[src/rtl/la_stdlib_pkg.sv]
// Shared pipeline constants and sizing helpers for the la_* block library.
package la_stdlib_pkg;

  localparam int LA_PIPE_MAX_STAGES = 4;

  // Width of a counter that must represent 0..stages inclusive.
  function automatic int la_occ_width(input int stages);
    return (stages < 1) ? 1 : $clog2(stages + 1);
  endfunction

endpackage

[src/rtl/la_pipe_stage.sv]
// One valid/ready register slice: accepts when empty or when downstream drains it.
module la_pipe_stage #(
  parameter string PROP = "DEFAULT",
  parameter int    W    = 1
) (
  input  logic         clk,
  input  logic         reset,
  input  logic         in_valid,
  output logic         in_ready,
  input  logic [W-1:0] in_data,
  output logic         out_valid,
  output logic [W-1:0] out_data,
  input  logic         out_ready
);

  if (PROP == "") begin : g_bad_prop
    $error("la_pipe_stage: PROP must name an implementation");
  end

  logic         valid_q, valid_d;
  logic [W-1:0] data_q, data_d;

  assign in_ready  = ~valid_q | out_ready;
  assign out_valid = valid_q;
  assign out_data  = data_q;

  // NOTE: every always_comb output gets a default first, so no path leaves it unassigned (no latch).
  always_comb begin
    valid_d = valid_q;
    data_d  = data_q;
    if (in_ready) begin
      valid_d = in_valid;
      if (in_valid) data_d = in_data;
    end
  end

  // NOTE: state uses non-blocking assignments; data is cleared on reset so z reads 0 right after it.
  always_ff @(posedge clk) begin
    if (reset) begin
      valid_q <= 1'b0;
      data_q  <= '0;
    end else begin
      valid_q <= valid_d;
      data_q  <= data_d;
    end
  end

endmodule

[src/rtl/la_aoi32_pipe.sv]
// Per-channel AOI32/AO32 evaluated combinationally, then carried through a valid/ready pipeline.
module la_aoi32_pipe
  import la_stdlib_pkg::*;
#(
  parameter string PROP   = "DEFAULT",
  parameter int    CH     = 1,
  parameter int    STAGES = 1,
  parameter int    INVERT = 1
) (
  input  logic                              clk,
  input  logic                              reset,
  input  logic                              in_valid,
  output logic                              in_ready,
  input  logic [CH-1:0]                     a0,
  input  logic [CH-1:0]                     a1,
  input  logic [CH-1:0]                     a2,
  input  logic [CH-1:0]                     b0,
  input  logic [CH-1:0]                     b1,
  output logic                              out_valid,
  input  logic                              out_ready,
  output logic [CH-1:0]                     z,
  output logic [la_occ_width(STAGES)-1:0]   occupancy
);

  localparam int OW = la_occ_width(STAGES);

  if (STAGES < 1 || STAGES > LA_PIPE_MAX_STAGES) begin : g_bad_stages
    $error("la_aoi32_pipe: STAGES must be 1..%0d", LA_PIPE_MAX_STAGES);
  end
  if (CH < 1 || CH > 64) begin : g_bad_ch
    $error("la_aoi32_pipe: CH must be 1..64");
  end

  logic [CH-1:0] f;

  for (genvar i = 0; i < CH; i++) begin : g_logic
    logic ao;
    assign ao   = (a0[i] & a1[i] & a2[i]) | (b0[i] & b1[i]);
    assign f[i] = (INVERT != 0) ? ~ao : ao;
  end

  // Index k is the input side of stage k; index STAGES is the block output.
  logic [STAGES:0]         valid;
  logic [STAGES:0]         ready;
  logic [STAGES:0][CH-1:0] data;

  assign valid[0]      = in_valid;
  assign data[0]       = f;
  assign ready[STAGES] = out_ready;

  for (genvar k = 0; k < STAGES; k++) begin : g_stage
    la_pipe_stage #(
      .PROP (PROP),
      .W    (CH)
    ) u_stage (
      .clk       (clk),
      .reset     (reset),
      .in_valid  (valid[k]),
      .in_ready  (ready[k]),
      .in_data   (data[k]),
      .out_valid (valid[k+1]),
      .out_data  (data[k+1]),
      .out_ready (ready[k+1])
    );
  end

  assign in_ready  = ready[0];
  assign out_valid = valid[STAGES];
  assign z         = data[STAGES];

  logic          in_xfer, out_xfer;
  logic [OW-1:0] occ_q, occ_d;

  assign in_xfer   = in_valid & in_ready;
  assign out_xfer  = out_valid & out_ready;
  assign occupancy = occ_q;

  always_comb begin
    occ_d = occ_q;
    case ({in_xfer, out_xfer})
      2'b10:   occ_d = occ_q + OW'(1);
      2'b01:   occ_d = occ_q - OW'(1);
      default: occ_d = occ_q;
    endcase
  end

  always_ff @(posedge clk) begin
    if (reset) occ_q <= '0;
    else       occ_q <= occ_d;
  end

endmodule

[config.mk]
export PLATFORM = sky130hd
export DESIGN_NAME = la_aoi32_pipe
export DESIGN_NICKNAME = d
export VERILOG_FILES = /design/src/rtl/la_stdlib_pkg.sv /design/src/rtl/la_pipe_stage.sv /design/src/rtl/la_aoi32_pipe.sv
export SDC_FILE = /design/constraint.sdc
export NUM_CORES = 1
export LEC_CHECK = 0
export BUFFER_PORTS_ARGS = -buffer_cell sky130_fd_sc_hd__buf_2
export CAP_MARGIN = 20
export CORE_AREA = 2 2 39 41
export CTS_CLUSTER_SIZE = 10
export DETAILED_ROUTE_END_ITERATION = 6
export DIE_AREA = 0 0 41 43
export PLACE_DENSITY = 0.43
export SYNTH_ARGS = -nofsm -noshare
export SYNTH_HDL_FRONTEND = slang
export SYNTH_SLANG_ARGS = --single-unit
[constraint.sdc]
create_clock -name clk -period 1.3 [get_ports clk]
set_input_delay 0.26 -clock clk [delete_from_list [all_inputs] [get_ports clk]]
set_output_delay 0.26 -clock clk [all_outputs]
set_load 0.02 [all_outputs]
==> results.sh <==
export IMPL_avgSynthCellArea_um2=10.0
export IMPL_grt_pass1_wl_um=683
export IMPL_hold_violations=0
export IMPL_cp_data_required_time_ns=1.04
export IMPL_portBuffers=12
export IMPL_power_density_nw_per_um2=1290
export IMPL_ys_warn_count=0
export IMPL_htree_levels=1
export IMPL_clock_sinks=3
export IMPL_drt_wl_total_um=447
export IMPL_wl_per_cell_um=9.51
export IMPL_vdd_drop_max_uv=223
export IMPL_worst_pin_slew_ns=0.192
export IMPL_dieHeight_um=43
export IMPL_clk_latency_ns=0.23
export IMPL_die_x_um=41
export IMPL_detailedRoute_firstPassIterationCount=3
export IMPL_ios=13
export IMPL_timing_final_crit_share=0.882
export IMPL_synthTopCellsByArea="dfxtp_1, a21oi_2, nand2b_4"
export IMPL_rsz0062_at_grt="false"
export IMPL_path_clk_slew_ns=0.04
export IMPL_status="finished clean"
export IMPL_setup_viol=0
export IMPL_end_kind="output port"
export IMPL_drive_gt1_frac=0.581
export IMPL_slew_viol_final=0
export IMPL_track_usage=0.0672
export IMPL_synth_cell_types=11
export IMPL_netlist_instances=15
export IMPL_area_growth_pct=70.8
export IMPL_dpl_cell_area_um2=230
export IMPL_dr_first_iter_drc_count=6
export IMPL_vias=172
export IMPL_root_buffer="clkbuf_4"
export IMPL_synth_area_leader_cell="dfxtp_1"
export IMPL_drv_cap=0
export IMPL_slew_headroom=0.872
export IMPL_drtAntennaViolNets=0
export IMPL_cp_arrival_ns=0.89
export IMPL_post_cts_buffers=0
export IMPL_fp_row_count=14
export IMPL_initial_core_util=0.108
export IMPL_dp_cells=43
export IMPL_hold_buffers=0
export IMPL_ys_seq_area_frac=0.400
export IMPL_cts_resized=0
export IMPL_numCtsBuffers=3
export IMPL_critPathMaxFanout=4
export IMPL_leakage_nw=0.124
export IMPL_syn_nets=24
export IMPL_fmax_mhz=873
export IMPL_fin_skew_ns=0.00244
export IMPL_hp_class="input port to flip-flop"
export IMPL_ys_ff_latch=3
export IMPL_first_global_vias=159
export IMPL_coreArea_um2=1380
export IMPL_cp_start_kind="flip-flop"
export IMPL_grt_max_degree=6
export IMPL_antenna_found_initial=0
export IMPL_fin_setup_tns_ns=0
export IMPL_period_needed_ns=1.15
export IMPL_grt_overflow=0
export IMPL_finalNonFillerCells=47
export IMPL_critical_path_class="flip-flop to output port"
export IMPL_place_congestion=0.627
export IMPL_synth_top_area_frac=0.400
export IMPL_mappedNetlistArea_um2=150
export IMPL_antenna_cells=0
export IMPL_postLayoutCellArea_um2=256
export IMPL_via_per_inst=3.66
export IMPL_final_nets=41
export IMPL_cts_tree="built"
export IMPL_die_area_um2=1760
export IMPL_cts_buffer_depth=2
export IMPL_drc=0
==> power breakdown <==
part / internal [mW] / total, mW / switching [mW]
clock network: 0.115 / 0.166 / 0.0503
logic: 0.0277 / 0.0586 / 0.0309
registers: 0.0998 / 0.106 / 0.00635
total: 0.243 / 0.330 / 0.0876
==> path summary, 6_finish.rpt <==
| path | from | end | slack, ns | depth (start not counted) |
|---|---|---|---|---|
| max reg2reg | g_stage[0].u_stage.out_valid | occupancy | 0.39 | 3 |
| min | reset | g_stage[0].u_stage.out_data | 0.23 | 2 |
| min reg2reg | occupancy | occupancy | 0.50 | 2 |
| max | g_stage[0].u_stage.out_valid | in_ready | 0.15 | 2 |
==> layout make-up <==
| cell class | count | area (um2) |
|---|---|---|
| clock buffers | 4 | 26.3 |
| repair buffers | 12 | 60.1 |
| inverters | 1 | 3.75 |
| flip-flops and latches | 3 | 60.1 |
| multi-input cells | 11 | 86.3 |
| well taps | 16 | 20.0 |
| fillers | 152 | 1130 |
==> cells by family after synthesis <==
family / after synthesis / synth area share
AO/OA/AOI/OAI: 6 / 0.325
AND/OR/NAND/NOR: 5 / 0.250
flip-flops: 3 / 0.400
buffers and inverters: 1 / 0.0250
==> per-stage QoR <==
stage / util / power (mW) / setup WS (ns) / hold WS [ns]
detailed placement: 0.166 / 0.166 / 0.367 / 0.468
global placement: 0.166 / 0.167 / 0.367 / 0.473
global route: 0.185 / 0.356 / 0.107 / 0.214
finish: 0.185 / 0.330 / 0.154 / 0.226
floorplan: - / 0.139 / 0.299 / 0.322
CTS: 0.185 / 0.336 / 0.145 / 0.219
==> cell usage after synthesis, drive strengths merged <==
cell,number
a21oi,3
a32oi,1
inv,1
nand3,2
a21bo,1
nand3b,1
dfxtp,3
a21o,1
nand2b,2
==> flip-flops by register name (all words and copies together), names as in the netlist <==
signal	count
g_stage.u_stage.out_data	1
g_stage.u_stage.out_valid	1
occupancy	1
==> routing by layer <==
layer / part of all wire / GRT usage
met2: 0.24 / 0.0469
met3: 0.18 / 0.0785
met5: 0 / 0
met1: 0.57 / 0.0994
met4: 0 / 0.0400
==> critical path: stages (launching register included) <==
cell      delay, ns
dfxtp_1        0.41
nand2b_4       0.08
buf_2          0.16
==> cell usage in the layout (no fill, tap or decap), drive strengths merged <==
master | Yosys | layout
nand3 | 2 | 2
buf | 0 | 12
clkbuf | 0 | 4
a21bo | 1 | 1
a32oi | 1 | 1
nand2b | 2 | 2
a21o | 1 | 1
dfxtp | 3 | 3
a21oi | 3 | 3
inv | 1 | 1
nand3b | 1 | 1
No activity file was read; power rests on OpenSTA's default activity.
